### src/rtl/tick_gen_multi_if.sv
// Bundle of run/restart/config inputs and tick/done/error outputs for the
// multi-channel tick generator.
interface tick_gen_multi_if #(
  parameter int NUM_CH = 4,
  parameter int CNT_W  = 32,
  parameter int SEL_W  = 4
);
  logic [NUM_CH-1:0] run_en;
  logic              sync_restart;
  logic              cfg_we;
  logic [SEL_W-1:0]  cfg_ch;
  logic [CNT_W-1:0]  cfg_tc;
  logic              cfg_oneshot;
  logic [NUM_CH-1:0] tick;
  logic [NUM_CH-1:0] done;
  logic              cfg_err;

  modport master (
    output run_en, sync_restart, cfg_we, cfg_ch, cfg_tc, cfg_oneshot,
    input  tick, done, cfg_err
  );

  modport slave (
    input  run_en, sync_restart, cfg_we, cfg_ch, cfg_tc, cfg_oneshot,
    output tick, done, cfg_err
  );
endinterface

### src/rtl/tick_gen_multi.sv
// Multi-channel programmable tick generator: each channel ticks every TC+1
// running cycles, periodic or one-shot, with pause, global restart and config.
module tick_gen_ch #(
  parameter int               CNT_W  = 32,
  parameter logic [CNT_W-1:0] RST_TC = '0
) (
  input  logic             clk,
  input  logic             reset,
  input  logic             i_run,
  input  logic             i_restart,
  input  logic             i_wr,
  input  logic [CNT_W-1:0] i_wr_tc,
  input  logic             i_wr_oneshot,
  output logic             o_tick,
  output logic             o_done
);
  logic [CNT_W-1:0] r_cnt;
  logic [CNT_W-1:0] r_tc;
  logic             r_oneshot;
  logic             r_tick;
  logic             r_done;
  logic             w_term;

  assign w_term = (r_cnt == r_tc);

  // Priority: write to this channel > global restart > counting.
  always_ff @(posedge clk or posedge reset) begin
    if (reset) begin
      r_cnt     <= '0;
      r_tc      <= RST_TC;
      r_oneshot <= 1'b0;
      r_tick    <= 1'b0;
      r_done    <= 1'b0;
    end else if (i_wr) begin
      r_tc      <= i_wr_tc;
      r_oneshot <= i_wr_oneshot;
      r_cnt     <= '0;
      r_tick    <= 1'b0;
      r_done    <= 1'b0;
    end else if (i_restart) begin
      r_cnt  <= '0;
      r_tick <= 1'b0;
      r_done <= 1'b0;
    end else if (i_run && !r_done) begin
      if (w_term) begin
        r_cnt  <= '0;
        r_tick <= 1'b1;
        r_done <= r_oneshot;
      end else begin
        r_cnt  <= r_cnt + 1'b1;
        r_tick <= 1'b0;
      end
    end else begin
      r_tick <= 1'b0;
    end
  end

  assign o_tick = r_tick;
  assign o_done = r_done;
endmodule

module tick_gen_multi #(
  parameter int          NUM_CH     = 4,
  parameter int          CNT_W      = 32,
  parameter int          SEL_W      = 4,
  parameter int unsigned DEFAULT_TC = 49999
) (
  input  logic             clk,
  input  logic             reset,
  tick_gen_multi_if.slave  bus
);
  localparam logic [SEL_W:0] NUM_CH_L = (SEL_W+1)'(NUM_CH);

  logic [NUM_CH-1:0] w_tick;
  logic [NUM_CH-1:0] w_done;
  logic              w_ch_ok;
  logic              r_cfg_err;

  assign w_ch_ok = ({1'b0, bus.cfg_ch} < NUM_CH_L);

  for (genvar g = 0; g < NUM_CH; g++) begin : g_ch
    logic w_wr;
    assign w_wr = bus.cfg_we && (bus.cfg_ch == SEL_W'(g));

    tick_gen_ch #(
      .CNT_W  (CNT_W),
      .RST_TC (CNT_W'(DEFAULT_TC))
    ) u_ch (
      .clk          (clk),
      .reset        (reset),
      .i_run        (bus.run_en[g]),
      .i_restart    (bus.sync_restart),
      .i_wr         (w_wr),
      .i_wr_tc      (bus.cfg_tc),
      .i_wr_oneshot (bus.cfg_oneshot),
      .o_tick       (w_tick[g]),
      .o_done       (w_done[g])
    );
  end

  always_ff @(posedge clk or posedge reset) begin
    if (reset) r_cfg_err <= 1'b0;
    else       r_cfg_err <= bus.cfg_we && !w_ch_ok;
  end

  assign bus.tick    = w_tick;
  assign bus.done    = w_done;
  assign bus.cfg_err = r_cfg_err;
endmodule

### src/flat_wrapper.sv
// flat-port wrapper written by rule: the top's interface ports become plain ports
module tick_gen_multi_flat 
#(
  parameter int          NUM_CH     = 4,
  parameter int          CNT_W      = 32,
  parameter int          SEL_W      = 4,
  parameter int unsigned DEFAULT_TC = 49999
)
  (clk, reset, bus_run_en, bus_sync_restart, bus_cfg_we, bus_cfg_ch, bus_cfg_tc, bus_cfg_oneshot, bus_tick, bus_done, bus_cfg_err);
  tick_gen_multi_if #(.NUM_CH(NUM_CH), .CNT_W(CNT_W), .SEL_W(SEL_W)) bus_i ();
  input  logic clk;
  input  logic reset;
  input wire logic [$bits(bus_i.run_en)-1:0] bus_run_en;
  input wire logic [$bits(bus_i.sync_restart)-1:0] bus_sync_restart;
  input wire logic [$bits(bus_i.cfg_we)-1:0] bus_cfg_we;
  input wire logic [$bits(bus_i.cfg_ch)-1:0] bus_cfg_ch;
  input wire logic [$bits(bus_i.cfg_tc)-1:0] bus_cfg_tc;
  input wire logic [$bits(bus_i.cfg_oneshot)-1:0] bus_cfg_oneshot;
  output wire logic [$bits(bus_i.tick)-1:0] bus_tick;
  output wire logic [$bits(bus_i.done)-1:0] bus_done;
  output wire logic [$bits(bus_i.cfg_err)-1:0] bus_cfg_err;
  assign bus_i.run_en = bus_run_en;
  assign bus_i.sync_restart = bus_sync_restart;
  assign bus_i.cfg_we = bus_cfg_we;
  assign bus_i.cfg_ch = bus_cfg_ch;
  assign bus_i.cfg_tc = bus_cfg_tc;
  assign bus_i.cfg_oneshot = bus_cfg_oneshot;
  assign bus_tick = bus_i.tick;
  assign bus_done = bus_i.done;
  assign bus_cfg_err = bus_i.cfg_err;
  tick_gen_multi #(.NUM_CH(NUM_CH), .CNT_W(CNT_W), .SEL_W(SEL_W), .DEFAULT_TC(DEFAULT_TC)) u_core (.clk(clk), .reset(reset), .bus(bus_i));
endmodule
### config.mk
export PLATFORM = sky130hd
export DESIGN_NAME = tick_gen_multi_flat
export DESIGN_NICKNAME = d
export VERILOG_FILES = /design/src/rtl/tick_gen_multi_if.sv /design/src/rtl/tick_gen_multi.sv /design/src/flat_wrapper.sv
export SDC_FILE = /design/constraint.sdc
export NUM_CORES = 1
export LEC_CHECK = 0
export CAP_MARGIN = 5
export CORE_MARGIN = 2
export CORE_UTILIZATION = 25
export CTS_CLUSTER_SIZE = 40
export DETAILED_ROUTE_END_ITERATION = 12
export PLACE_DENSITY_LB_ADDON = 0.2
export RECOVER_POWER = 100
export SETUP_SLACK_MARGIN = 0.2
export SLEW_MARGIN = 25
export SYNTH_ARGS = -nofsm -noshare
export SYNTH_HDL_FRONTEND = slang
export SYNTH_SLANG_ARGS = --single-unit
### constraint.sdc
create_clock -name clk -period 9.17 [get_ports clk]
set_input_delay 2.2925 -clock clk [delete_from_list [all_inputs] [get_ports clk]]
set_output_delay 2.2925 -clock clk [all_outputs]
set_load 0.02 [all_outputs]
======== Word level (Yosys, flattened, before mapping) ========
Cells that the tools add are included.
word-level totals
  flip-flop bits (word level) ............. 269
  bits in latches ......................... 0
  memory bits (writable) .................. 0
  bits in read-only memories .............. 0
  bits of input ports ..................... 45
  output and inout bits ................... 9
  logic and storage cells ................. 108
  memories ................................ 0
operators by class
  add/sub/neg operators ................... 4
  multiply operators ...................... 0
  div/mod/pow operators ................... 0
  $lt $le $gt $ge ......................... 1
  equality and inequality tests ........... 7
  shift operators ......................... 0
  multiplexer cells ....................... 48
  bitwise logic cells ..................... 0
  reductions and logical operators ........ 27
operator list
  cell                   count
  $mux 32                16
  $add 32x1->32 const B  4
  $eq 32x32->1           4
  $mux 1                 32
  $reduce_bool 3->1      8
  $logic_and 1x1->1      9
  $eq 4x2->1 const B     2
  $reduce_and 2->1       4
  $logic_not 1->1        5
  $eq 4x1->1 const B     1
  $logic_not 4->1        1
  $lt 4x3->1 const B     1

======== Depth between registers and ports, before layout ========
  depth in word-level cells ............... 5
  depth in mapped cells ................... 8
  depth with buffers taken out ............ 6

======== Hierarchy ========
From an unflattened synthesis, not the netlist that was laid out.
second synthesis, totals
  cell total of the unflattened synthesis .. 1196
  area, all modules ....................... 13765.7 µm²
modules (own cells, without submodules)
  module          times used  cells each  area an instance (µm²)
  tick_gen_ch     4           297         3419.5
  tick_gen_multi  1           8           87.6

======== Worst setup path after synthesis ========
OpenSTA, ideal clock, no wires.
  path kind ............................... input to register
  start ................................... input bus_cfg_ch[3]
  end ..................................... register u_core.g_ch[3].u_ch.r_cnt[29]
  setup time .............................. 0.094 ns
  arrival ................................. 4.346 ns
  slack ................................... 4.730 ns
  cell stages on the path ................. 6
  buffers on the path ..................... 1
  cells stage by stage .................... or3b_1 -> clkbuf_1 -> or3_1 -> a2111o_1 -> or4_1 -> a211oi_1
on the way
  word-level cells in the longest chain between the ends .. 3
  elaborated cells between the ends (all ways) .. 4
  those cells by class .................... eq/ne: 1; mux: 1; reduce/logical: 2
RTL lines
  item                                                           line                  text
  start, declared                                                flat_wrapper.sv:16    input wire logic [$bits(bus_i.cfg_ch)-1:0] bus_cfg_ch;
  $eq 4x2->1 *                                                   tick_gen_multi.sv:83  assign w_wr = bus.cfg_we && (bus.cfg_ch == SEL_W'(g));
  $logic_and 1x1->1 *                                            tick_gen_multi.sv:83
  $reduce_bool 3->1 (no line) / $mux 32 (equally long branches)  n/a
  end signal, assigned                                           tick_gen_multi.sv:50  r_cnt <= r_cnt + 1'b1;
  end, declared                                                  tick_gen_multi.sv:17  logic [CNT_W-1:0] r_cnt;
Mark *: on every way between the ends. The rest lies on a longest branch, timed or not.
A chain may end at the register's enable or synchronous reset.

==> flow_summary.ini <==
[status]
outcome = complete, but fails checks
violations = capacitance limit, slew limit

[cells_and_area]
fin_cells = 1994
area_growth_syn_to_layout_pct = 17.5
diodes = 0
final_common_cell = dfrtp_1
drive_above_1_share = 0.188
fin_nets = 1321
final_cell_mix = 233 x dfrtp_1, 177 x xor2_1, 132 x mux2_2

[placed_design]
gp_congestion = 0.750
portBuffers = 53
dp.cells = 1932
dpl.hpwl_mm = 27.2

[synthesis]
synth-edff-count = 0
syn-cell-area_um2 = 13600
syn_nets = 1285
ys_ff_latch = 269
yosysWarningCount = 0
netlist_instances = 1236
yosysSeqAreaShare = 0.498
synth_cell_types = 43
avgSynthCellArea_um2 = 11.0
synth_async_sr_flop_share = 1.00
ys.flop_type = dfrtp_1

[power_and_ir_drop]
p_per_area_nw_per_um2 = 199
vdd_ir_drop_max_uv = 98.6
p_leak_uw = 0.00650

[drt]
drt_iter0_markers = 496
drtPass1Iterations = 5
wirelength_mm = 39.5
wl_per_cell_um = 19.8
route.detailed.drc = 0
vias = 9703
viasPerCell = 4.87
ant_nets = 0

[timing]
rsz0062_at_grt = no
slew_viol_final = 417
fmax_mhz = 158
hold_viol_final = 0
skew_ns = 0.0144
fin_crit_ns = 6.31
finalSetupViolations = 0
finalCritPeriodShare = 0.688
worst_slew_pin_slew_ns = 3.19
slew_headroom = -1.13
setup_tns_ns = 0

[floorplan]
die_w_um = 237
start_util = 0.253
io_pins = 54
dieArea_um2 = 56300
rows = 85
fp.coreArea_um2 = 53800
die_h_um = 237

[setup_path]
crit_chain = dlygate4sd3_1 -> clkinvlp_2 -> clkbuf_1
cp.required_ns = 9.09
worstReg2RegStart = u_core.g_ch[0].u_ch.o_done$_DFFE_PP0P_
cp-start-kind = input pin
end_kind = asynchronous set/reset pin
r2r_cells = 5
r2r_slack_ns = 6.18
path_max_fanout = 57
cpPeakStageDelay_ns = 2.32
cp.arrival_ns = 6.23
cp-startpoint = reset
r2r_end = u_core.g_ch[0].u_ch.r_cnt[24]$_DFFE_PP0P_
path_class = in -> async
critPathSlowestCell = clkbuf_1

[grt]
busiest_layer = met2
grtUsageMet3 = 0.0201
grt_max_degree = 75
grt_pass1_wl_mm = 60.9
grt_pass1_vias = 9692
antenna_found_initial = 1
gr-usage-met2 = 0.222
grt_overflow = 0
grt_use_met1 = 0.202
gr-usage-all-layers = 0.141

[clock_tree]
clockBufferDepth = 3
clk_pin_slew_ns = 0.06
h-tree-depth = 2
cts_buffers = 34
cts_resized = 0
cts_setup_buffers = 0
cts-root-buf = clkbuf_16
cts_tree = yes
cts.sinks = 269
cts_hold_buf = 0
clk_latency_ns = 0.52

[min_path]
hp-class = reg -> reg
min_to = u_core.g_ch[2].u_ch.r_oneshot$_DFFE_PP0N_
hp-start = u_core.g_ch[2].u_ch.r_oneshot$_DFFE_PP0N_
hold_path_depth = 1

[job]
drv_cap = 11
==> metal layers <==
metal | up-vias | share of wire
met5 | - | 0
met4 | 0 | 0.022
met1 | 4893 | 0.49
met3 | 52 | 0.031
li1 | 4603 | -
met2 | 155 | 0.46
==> cell usage after synthesis (16+ instances only) <==
| cell type | number | area share |
|---|---|---|
| a211oi_1 | 56 | 0.031 |
| and3_1 | 16 | 0.0074 |
| clkbuf_1 | 61 | 0.017 |
| dfrtp_1 | 233 | 0.43 |
| dfstp_2 | 36 | 0.069 |
| inv_1 | 18 | 0.0050 |
| mux2_2 | 132 | 0.11 |
| nand2_1 | 60 | 0.017 |
| nand3_1 | 41 | 0.015 |
| nand4_1 | 59 | 0.027 |
| nor2_1 | 16 | 0.0044 |
| nor3_1 | 75 | 0.028 |
| nor4_1 | 39 | 0.018 |
| o21ai_0 | 34 | 0.012 |
| o31ai_1 | 24 | 0.013 |
| or3_1 | 34 | 0.016 |
| or4_1 | 24 | 0.013 |
| xor2_1 | 177 | 0.11 |
==> flip-flops by register name, indices dropped and copies added (netlist names) <==
register / flops
u_core.g_ch.u_ch.r_cnt: 128
u_core.g_ch.u_ch.r_tc: 128
u_core.bus.cfg_err: 1
u_core.g_ch.u_ch.o_tick: 4
u_core.g_ch.u_ch.r_oneshot: 4
u_core.g_ch.u_ch.o_done: 4
==> stage by stage <==
stage,cell area [µm²],total power [µW],hold slack (ns),worst slack (ns),utilization
final,16000,3190,0.513,2.86,0.297
after detailed placement,14900,1860,0.504,3.67,0.277
after CTS,16000,3250,0.517,4.21,0.298
after global routing,16000,3340,0.542,2.00,0.297
after global placement,14900,1850,0.493,3.72,0.277
after floorplan,13600,1710,0.480,3.35,-
==> cell type report <==
| type | count | area, µm² |
|---|---|---|
| clock buffers | 57 | 1060 |
| clock inverters | 5 | 80.1 |
| fillers | 5617 | 37800 |
| inverters | 19 | 72.6 |
| multi-input cells | 877 | 6500 |
| flip-flops and latches | 269 | 6780 |
| well taps | 696 | 871 |
| repair buffers | 71 | 639 |
==> kinds of logic (layout without fill, tap and decap cells) <==
group                    after synthesis  in the layout  synth area share
AND/OR/NAND/NOR                      397            397             0.163
flip-flops                           269            269             0.498
XOR/XNOR                             191            191             0.123
AO/OA/AOI/OAI                        153            153            0.0767
multiplexers                         132            132             0.109
buffers and inverters                 90            152            0.0271
adder cells (fa/ha/maj)                4              4           0.00368
==> worst max-delay path by stage <==
stage	endpoint	cells after the start	slack, ns
2_1_floorplan	u_core.bus.cfg_err$_DFF_PP0_	1	3.35
3_3_place_gp	u_core.g_ch[0].u_ch.r_cnt[30]$_DFFE_PP0P_	6	3.72
3_5_place_dp	u_core.g_ch[0].u_ch.r_cnt[20]$_DFFE_PP0P_	6	3.67
4_1_cts	u_core.g_ch[0].u_ch.r_cnt[24]$_DFFE_PP0P_	6	4.21
5_1_grt	u_core.g_ch[0].u_ch.o_tick$_DFF_PP0_	3	2.00
6_report	u_core.g_ch[0].u_ch.r_cnt[0]$_DFFE_PP0P_	3	2.86
==> report_power, final <==
part / switching, µW / total (µW) / internal [µW] / leakage (µW)
clock: 522 / 1370 / 844 / 0.000548
sequential: 108 / 1460 / 1350 / 0.00346
combinational: 172 / 361 / 189 / 0.00249
==> worst max-delay path, delay by kind of cell <==
family / cells / cell delay, ns
buffers and inverters: 3 / 3.88
Note: power is estimated with default switching activity, not from simulation.
